===== config.mk =====
export PLATFORM = sky130hd
export DESIGN_NAME = memshare_vnu_in_sched
export DESIGN_NICKNAME = d
export VERILOG_FILES = /design/src/rtl/memshare_vnu_in_sched.sv
export SDC_FILE = /design/constraint.sdc
export NUM_CORES = 1
export LEC_CHECK = 0
export CORE_ASPECT_RATIO = 1.5
export CORE_UTILIZATION = 30
export CTS_CLUSTER_DIAMETER = 60
export DETAILED_ROUTE_END_ITERATION = 10
export GPL_ROUTABILITY_DRIVEN = 0
export HOLD_SLACK_MARGIN = 0.06
export PLACE_DENSITY_LB_ADDON = 0.25
export SETUP_SLACK_MARGIN = 0.05
export SLEW_MARGIN = 20
export SYNTH_ARGS = -nofsm -noshare
export SYNTH_HDL_FRONTEND = slang
export SYNTH_SLANG_ARGS = --single-unit

===== constraint.sdc =====
create_clock -name sys_clk -period 2 [get_ports sys_clk]
set_clock_uncertainty 0.2 [all_clocks]
set_input_delay 0.6 -clock sys_clk [delete_from_list [all_inputs] [get_ports sys_clk]]
set_output_delay 0.6 -clock sys_clk [all_outputs]
set_load 0.02 [all_outputs]

===== src/rtl/memshare_vnu_in_sched.sv =====
`default_nettype none
// ============================================================================
// Module   : memshare_vnu_in_sched
// Purpose  : Time-multiplexes VNU IB-LUT reads of one column share group onto
//            the IB-RAM ports of the owner columns. Shared columns are served
//            by their host owner in later phases. Responses are steered back
//            to the requesting column through a per-lane tag pipeline.
// Revision : 1.0 - initial release
// ============================================================================
module memshare_vnu_in_sched #(
   parameter int                   GROUP_NUM        = 5,
   parameter logic [GROUP_NUM-1:0] SHARE_COL_CONFIG = 5'b10101,
   parameter int                   ADDR_W           = 6,
   parameter int                   DATA_W           = 4,
   parameter int                   RAM_LAT          = 2
) (
   input  logic                        sys_clk,
   input  logic                        rstn,
   input  logic [GROUP_NUM-1:0]        req_valid,
   input  logic [GROUP_NUM*ADDR_W-1:0] req_addr,
   output logic                        req_ready,
   output logic [GROUP_NUM-1:0]        ram_rd_en,
   output logic [GROUP_NUM*ADDR_W-1:0] ram_rd_addr,
   input  logic [GROUP_NUM*DATA_W-1:0] ram_rd_data,
   output logic [GROUP_NUM-1:0]        rsp_valid,
   output logic [GROUP_NUM*DATA_W-1:0] rsp_data,
   output logic                        busy
);

   // ---------------- elaboration-time share mapping ----------------
   function automatic bit f_shared(input int i);
      logic [GROUP_NUM-1:0] v;
      v = SHARE_COL_CONFIG >> i;
      return v[0];
   endfunction

   // nearest owner cyclically above column i
   function automatic int f_host(input int i);
      int h;
      h = -1;
      for (int d = GROUP_NUM - 1; d >= 1; d--) begin
         if (!f_shared((i + d) % GROUP_NUM)) h = (i + d) % GROUP_NUM;
      end
      return h;
   endfunction

   function automatic int f_dist(input int i);
      return (f_host(i) - i + GROUP_NUM) % GROUP_NUM;
   endfunction

   // order among the columns sharing the same host, nearest first
   function automatic int f_rank(input int i);
      int r;
      r = 0;
      for (int k = 0; k < GROUP_NUM; k++) begin
         if (k != i && f_shared(k) && f_host(k) == f_host(i) && f_dist(k) < f_dist(i)) r++;
      end
      return r;
   endfunction

   function automatic int f_nphase();
      int m;
      int n;
      m = 0;
      for (int j = 0; j < GROUP_NUM; j++) begin
         n = 0;
         for (int i = 0; i < GROUP_NUM; i++) begin
            if (f_shared(i) && f_host(i) == j) n++;
         end
         if (!f_shared(j) && n > m) m = n;
      end
      return 1 + m;
   endfunction

   // column whose request owner lane j carries in phase p (-1 = none)
   function automatic int f_sel(input int j, input int p);
      int s;
      s = -1;
      if (!f_shared(j)) begin
         if (p == 0) s = j;
         else begin
            for (int i = 0; i < GROUP_NUM; i++) begin
               if (f_shared(i) && f_host(i) == j && f_rank(i) == p - 1) s = i;
            end
         end
      end
      return s;
   endfunction

   localparam int             CW         = (GROUP_NUM > 1) ? $clog2(GROUP_NUM) : 1;
   localparam int             NPHASE     = f_nphase();
   localparam int             PW         = (NPHASE > 1) ? $clog2(NPHASE) : 1;
   localparam logic [PW-1:0]  LAST_PHASE = PW'(NPHASE - 1);

   if (SHARE_COL_CONFIG == {GROUP_NUM{1'b1}}) begin : g_bad_cfg
      $error("memshare_vnu_in_sched: SHARE_COL_CONFIG has no owner column");
   end

   typedef enum logic [0:0] {ST_IDLE = 1'b0, ST_ISSUE = 1'b1} state_t;

   state_t                        state_q, state_d;
   logic [PW-1:0]                 phase_q, phase_d;
   logic                          req_ready_q, req_ready_d;
   logic                          busy_q, busy_d;
   logic                          accept;
   logic [GROUP_NUM-1:0]          batch_valid_q, batch_valid_d;
   logic [GROUP_NUM*ADDR_W-1:0]   batch_addr_q, batch_addr_d;
   logic [GROUP_NUM-1:0][CW-1:0]  lane_tgt;
   logic [GROUP_NUM-1:0][RAM_LAT-1:0]         tag_v_q, tag_v_d;
   logic [GROUP_NUM-1:0][RAM_LAT-1:0][CW-1:0] tag_c_q, tag_c_d;
   logic [GROUP_NUM-1:0]          rsp_valid_q, rsp_valid_d;
   logic [GROUP_NUM*DATA_W-1:0]   rsp_data_q, rsp_data_d;

   wire  [GROUP_NUM-1:0][NPHASE-1:0]              cand_en;
   wire  [GROUP_NUM-1:0][NPHASE-1:0][ADDR_W-1:0]  cand_addr;
   wire  [GROUP_NUM-1:0][NPHASE-1:0][CW-1:0]      cand_tgt;

   // static request routing: which batch entry each lane sees in each phase
   for (genvar j = 0; j < GROUP_NUM; j++) begin : g_lane
      for (genvar p = 0; p < NPHASE; p++) begin : g_phase
         localparam int SEL = f_sel(j, p);
         if (SEL >= 0) begin : g_map
            assign cand_en[j][p]   = batch_valid_q[SEL];
            assign cand_addr[j][p] = batch_addr_q[SEL*ADDR_W +: ADDR_W];
            assign cand_tgt[j][p]  = CW'(SEL);
         end else begin : g_none
            assign cand_en[j][p]   = 1'b0;
            assign cand_addr[j][p] = '0;
            assign cand_tgt[j][p]  = '0;
         end
      end
   end

   // phase sequencing, batch capture and next-cycle handshake/busy flags
   always_comb begin
      state_d       = state_q;
      phase_d       = phase_q;
      accept        = req_ready_q & (|req_valid);
      batch_valid_d = batch_valid_q;
      batch_addr_d  = batch_addr_q;
      if (accept) begin
         state_d       = ST_ISSUE;
         phase_d       = '0;
         batch_valid_d = req_valid;
         batch_addr_d  = req_addr;
      end else if (state_q == ST_ISSUE) begin
         if (phase_q == LAST_PHASE) begin
            state_d = ST_IDLE;
            phase_d = '0;
         end else begin
            phase_d = phase_q + 1'b1;
         end
      end
      req_ready_d = (state_d == ST_IDLE) || (phase_d == LAST_PHASE);
      busy_d      = (state_d != ST_IDLE) || (|tag_v_d) || (|rsp_valid_d);
   end

   // drive each owner port with the request selected for the current phase
   always_comb begin
      ram_rd_en   = '0;
      ram_rd_addr = '0;
      lane_tgt    = '0;
      if (state_q == ST_ISSUE) begin
         for (int j = 0; j < GROUP_NUM; j++) begin
            for (int p = 0; p < NPHASE; p++) begin
               if (phase_q == PW'(p)) begin
                  ram_rd_en[j]                    = cand_en[j][p];
                  ram_rd_addr[j*ADDR_W +: ADDR_W] = cand_en[j][p] ? cand_addr[j][p] : '0;
                  lane_tgt[j]                     = cand_tgt[j][p];
               end
            end
         end
      end
   end

   // tag pipeline follows each read through the RAM latency
   always_comb begin
      tag_v_d = '0;
      tag_c_d = '0;
      for (int j = 0; j < GROUP_NUM; j++) begin
         tag_v_d[j][0] = ram_rd_en[j];
         tag_c_d[j][0] = lane_tgt[j];
         for (int s = 1; s < RAM_LAT; s++) begin
            tag_v_d[j][s] = tag_v_q[j][s-1];
            tag_c_d[j][s] = tag_c_q[j][s-1];
         end
      end
   end

   // tail stage steers returning data to the column it was read for
   always_comb begin
      rsp_valid_d = '0;
      rsp_data_d  = rsp_data_q;
      for (int j = 0; j < GROUP_NUM; j++) begin
         for (int c = 0; c < GROUP_NUM; c++) begin
            if (tag_v_q[j][RAM_LAT-1] && tag_c_q[j][RAM_LAT-1] == CW'(c)) begin
               rsp_valid_d[c]                 = 1'b1;
               rsp_data_d[c*DATA_W +: DATA_W] = ram_rd_data[j*DATA_W +: DATA_W];
            end
         end
      end
   end

   // state registers; reset drops any batch and in-flight reads
   always_ff @(posedge sys_clk or negedge rstn) begin
      if (!rstn) begin
         state_q       <= ST_IDLE;
         phase_q       <= '0;
         req_ready_q   <= 1'b1;
         busy_q        <= 1'b0;
         batch_valid_q <= '0;
         batch_addr_q  <= '0;
         tag_v_q       <= '0;
         tag_c_q       <= '0;
         rsp_valid_q   <= '0;
         rsp_data_q    <= '0;
      end else begin
         state_q       <= state_d;
         phase_q       <= phase_d;
         req_ready_q   <= req_ready_d;
         busy_q        <= busy_d;
         batch_valid_q <= batch_valid_d;
         batch_addr_q  <= batch_addr_d;
         tag_v_q       <= tag_v_d;
         tag_c_q       <= tag_c_d;
         rsp_valid_q   <= rsp_valid_d;
         rsp_data_q    <= rsp_data_d;
      end
   end

   assign req_ready = req_ready_q;
   assign busy      = busy_q;
   assign rsp_valid = rsp_valid_q;
   assign rsp_data  = rsp_data_q;

endmodule
`default_nettype wire


# --- Yosys cells after proc, flatten, opt, wreduce, memory -nomap -nowiden ---
# Index checks and enable logic that the tools add are counted.
# W data, S select, Z words.
totals:
  output_inout_bits: 62
  regBits: 105
  wordCells: 177
op_classes:
  eq_ne: 23
  n_addsub: 1
  mux: 82
  bitwise_logic: 2
  reduce_logical: 42
ops:
  columns: ["operator", "count"]
  rows:
  - ["$mux W4", 26]
  - ["$mux W6", 11]
  - ["$mux W1", 35]
  - ["$eq A3 B2 Y1 const B", 10]
  - ["$logic_and A1 B1 Y1", 25]
  - ["$reduce_bool A5 Y1", 5]
  - ["$mux W24", 1]
  - ["$eq A3 B1 Y1 const B", 5]
  - ["$eq A3 B3 Y1 const B", 5]
  - ["$logic_not A3 Y1", 5]
  - ["$mux W12", 1]
  - ["$mux W3", 4]
  - ["$reduce_or A10 Y1", 1]
  - ["$reduce_or A5 Y1", 2]
  - ["$mux W2", 4]
  - ["$eq A2 B2 Y1 const B", 2]
  - ["$logic_or A1 B1 Y1", 3]
  - ["$add A2 B1 Y2 const B", 1]
  - ["$eq A2 B1 Y1 const B", 1]
  - ["$logic_not A2 Y1", 1]
  - ["$and A1 B1 Y1", 1]
  - ["$not A1 Y1", 1]

# --- Logic depth before layout (Yosys ltp) ---
logic_depth:
  word_depth: 9
  mapped_depth: 5

# --- Worst setup path after synthesis ---
# No wires, ideal clock.
synth_path:
  path_kind: "reg2out"
  startpoint: "reg phase_q[0]"
  endpoint: "out ram_rd_addr[10]"
  stages_incl_launch_ff: 6
  arrival_ns: 1.457
  setup_slack_ns: -0.257
  cell_sequence: "dfrtp_1 > clkbuf_1 > clkbuf_1 > nand3_1 > a21o_1 > a21oi_1"
synth_via:
  elab_chain_len: 5
synth_lines:
  columns: ["element", "line_no", "rtl"]
  rows:
  - ["from (decl)", "102", "logic [PW-1:0] phase_q, phase_d;"]
  - ["from (signal assigned)", "219", "phase_q <= phase_d;"]
  - ["$logic_not A2 Y1", null, null]
  - ["$mux W6 (2 in series)", "166", "if (phase_q == PW'(p)) begin"]
  - ["$mux W6 (*)", "166", null]
  - ["$mux W24 (*)", "163", "if (state_q == ST_ISSUE) begin"]
  - ["to (decl)", "23", "output logic [GROUP_NUM*ADDR_W-1:0] ram_rd_addr,"]
# Every way passes the cells marked *; elsewhere a longest branch is shown, timed or not.

# --- Final worst setup path ---
layout_path:
  startpoint: "reg phase_q[0]"
  endpoint: "out ram_rd_en[1]"
layout_via:
  elab_chain_len: 5
layout_lines:
  columns: ["element", "line_no", "rtl"]
  rows:
  - ["$logic_not A2 Y1", null, null]
  - ["$mux W1 (2 in series)", "166", null]
  - ["$mux W1 (*)", "166", null]
  - ["$mux W4 (*)", "163", null]
  - ["to (decl)", "22", "output logic [GROUP_NUM-1:0] ram_rd_en,"]
# Marks and branches as above.

==> metrics.md <==
| Metric | Value |
|---|---|
| Synth Register Bits | 75 |
| Yosys warns | 0 |
| Initial DRT Pass Iterations | 4 |
| DIE HEIGHT | 131 um |
| Mapped Avg Cell Area | 12.4 um^2 |
| Tmin final | 2.42 ns |
| Largest delay share family, worst path | multiplexers |
| Via count | 2506 |
| Largest net degree at the start of global routing | 57 |
| Total track usage | 0.160 |
| Synth unique cells | 35 |
| Worst path max stage delay | 0.45 ns |
| IO Pins | 119 |
| Max Fclk | 413 MHz |
| Yosys top cell area share | 0.558 |
| Failing checks | negative setup slack |
| Synth top area cells | dfrtp_1 56%, mux2_2 9.5%, mux2_1 5.8% |
| PnR worst setup slack | -0.423 ns |
| First-pass GRT wire length | 13200 um |
| Clk slew on worst S/H paths | 0.06 ns |
| H-Tree Depth | 3 |
| Longest Clk Path Bufs | 2 |
| Crit path kind | reg -> out |
| CP bufs+invs | 2 |
| Status | finished, violations left |
| Dpl hpwl | 5470 um |
| Die ar. | 11500 um^2 |
| Critical Path RT | 1.20 ns |
| Total grt overflow | 0 |
| Max-Cap Viols | 0 |
| Nets | 458 |
| Worst-Skew Late Latency | 0.33 ns |
| Arrival @ worst endpoint | 1.62 ns |
| Routed len/inst | 15.6 um |
| Antenna-violating nets left | 0 |
| Initial DRC count | 49 |
| Number of global-route vias before repair | 2638 |
| Kind of end point of the critical path | primary output |
| Inserted Clock Buffers | 9 |
| Die W | 87.9 um |
| Primary FF master, synth | dfrtp_1 |
| Mapped cell area | 3320 um^2 |
| CP startpoint kind | flip-flop |
| Initial Util | 0.312 |
| Initial antenna violation count | 0 |
| Most used cell, CP | buf_6 |
| TritonCTS clock tree | done |
| Area grow syn2layout | 61.5% |
| Root buf cell | clkbuf_16 |
| Setup violations, final | 27 |
| Clock sinks | 75 |
| Power Dens Cells | 1790 nW/um^2 |
| Setup TNS | -5.70 ns |
| Remaining DRCs | 0 |
| Post-synthesis cell count | 267 |
| EDFF count, synth | 0 |
| Share of cells above drive strength 1 | 0.404 |
| Ant. Diodes | 0 |
| Worst vdd ir | 896 uV |
| Endpoints failing hold | 0 |
| Unrepaired setup endpoints after global routing | true |
| Share of the yosys chip area belonging to registers | 0.566 |
| Slowest stage cell, crit path | dfrtp_2 |
| Max Slew Vio Count | 0 |
| Port bufs | 85 |
| Routed vias/inst | 4.56 |
| Synth cell count leaders | 74 x dfrtp_1, 28 x mux2_2, 24 x buf_4 |
| HP Class | reg -> reg |
| P_leak | 2.50 nW |
| Asr flop ratio synth | 1.00 |
| Power, Total | 9.60 mW |
| Count leader, synth | dfrtp_1 |
| Core area | 10600 um^2 |
| Design area | 5360 um^2 |
| Largest fanout on the critical path | 6 |
| Row cnt | 46 |
| Final period util | 1.21 |
| Total routed wirelength | 8600 um |
| Placed Area | 4590 um^2 |
| Cells along the critical path | buf_6, mux2_4, mux2i_4, nor2_2, buf_6 |
| Largest area contributor in the netlist | dfrtp_1 |
## cell usage in the layout (no fill, tap or decap), drive strengths merged, types with 2 or more instances in the layout
| cell | synthesis | layout |
|---|---|---|
| a21o | 6 | 6 |
| a21oi | 8 | 8 |
| a22oi | 6 | 6 |
| a2bb2oi | 2 | 2 |
| a31oi | 3 | 3 |
| buf | 27 | 70 |
| clkbuf | 9 | 13 |
| clkdlybuf4s50 | 0 | 38 |
| clkinv | 0 | 2 |
| conb | 1 | 21 |
| dfrtp | 74 | 74 |
| dlygate4sd2 | 0 | 27 |
| inv | 11 | 11 |
| mux2 | 45 | 45 |
| nand2 | 9 | 9 |
| nand2b | 3 | 3 |
| nand3 | 14 | 14 |
| nand3b | 7 | 7 |
| nor2 | 8 | 8 |
| nor2b | 5 | 5 |
| nor3b | 5 | 5 |
| o21a | 3 | 3 |
| o21ai | 4 | 4 |
| o22a | 6 | 6 |
## flip-flops by register name, indices dropped and copies added (netlist names)
signal and count:
batch_addr_q 30, rsp_data 20, batch_valid_q 5, rsp_valid 5, tag_c_d 3, tag_c_q 3
phase_q 2, tag_v_d 2, tag_v_q 2, busy 1, req_ready 1, state_q 1
## routing by layer
layer	up-vias	global-route usage	part of all wire
met2	107	0.286	0.54
met5	-	0	0
met1	1214	0.162	0.37
met3	22	0.0320	0.051
li1	1163	-	-
met4	0	0.116	0.047
## cells by family (layout without fill, tap and decap cells)
kind of cell | count (synthesis) | in the layout | share of synthesized area
AOI/OAI and AO/OA | 44 | 44 | 0.0980
buffers and inverters | 47 | 166 | 0.0893
DFF | 75 | 75 | 0.566
muxes | 46 | 46 | 0.156
other | 1 | 21 | 0.00113
and+or+nand+nor | 54 | 54 | 0.0901
## repair_timing
item	4_1_cts	5_1_grt
setup endpoints to repair	80	52
resized for setup	176	12
hold buffers	1	0
gates cloned	5	1
pin swaps	7	8
hold endpoints to repair	18	0
setup buffers	21	3
## worst register-to-register path: cells and delay by family (launching register included)
family,cells,cell delay (ns)
AO/OA/AOI/OAI,1,0.09
multiplexers,2,0.47
buffers and inverters,8,0.82
flip-flops,1,0.45
## final timing paths
check | start | endpoint | slack (ns) | cells past startpoint
setup / recovery | phase_q[0] | ram_rd_en[1] | -0.42 | 5
hold / removal | tag_c_d[22] | tag_c_q[22] | 0.16 | 0
setup reg to reg | phase_q[0] | busy | -0.18 | 11
hold reg to reg | tag_c_d[22] | tag_c_q[22] | 0.16 | 0
max in group asynchronous | rstn | phase_q[1] | 0.53 | 3
min in group asynchronous | rstn | batch_addr_q[25] | 0.49 | 2
## area by class of cell
class,instances,area [um^2]
clock inverter,4,47.5
timing repair buffer,139,1460
multi-input combinational,165,1490
tap,144,180
clock buffer,12,267
fill,966,5290
sequential,75,1880
inverter,11,41.3
## per-stage QoR
stage | instances | utilization | hold slack, ns | setup WS [ns]
floorplan | 287 | - | 0.104 | -0.120
global placement | 511 | 0.431 | 0.135 | -0.615
detailed placement | 511 | 0.431 | 0.141 | -0.641
CTS | 554 | 0.506 | 0.157 | -0.463
global route | 550 | 0.503 | 0.167 | -0.479
finish | 550 | 0.503 | 0.157 | -0.423
## power by group
part	total [mW]	switching, mW	internal [mW]
Sequential	2.73	0.465	2.26
Combinational	5.21	2.24	2.97
Clock	1.66	0.595	1.06
Total	9.60	3.30	6.30
No activity file was read; power rests on OpenSTA's default activity.
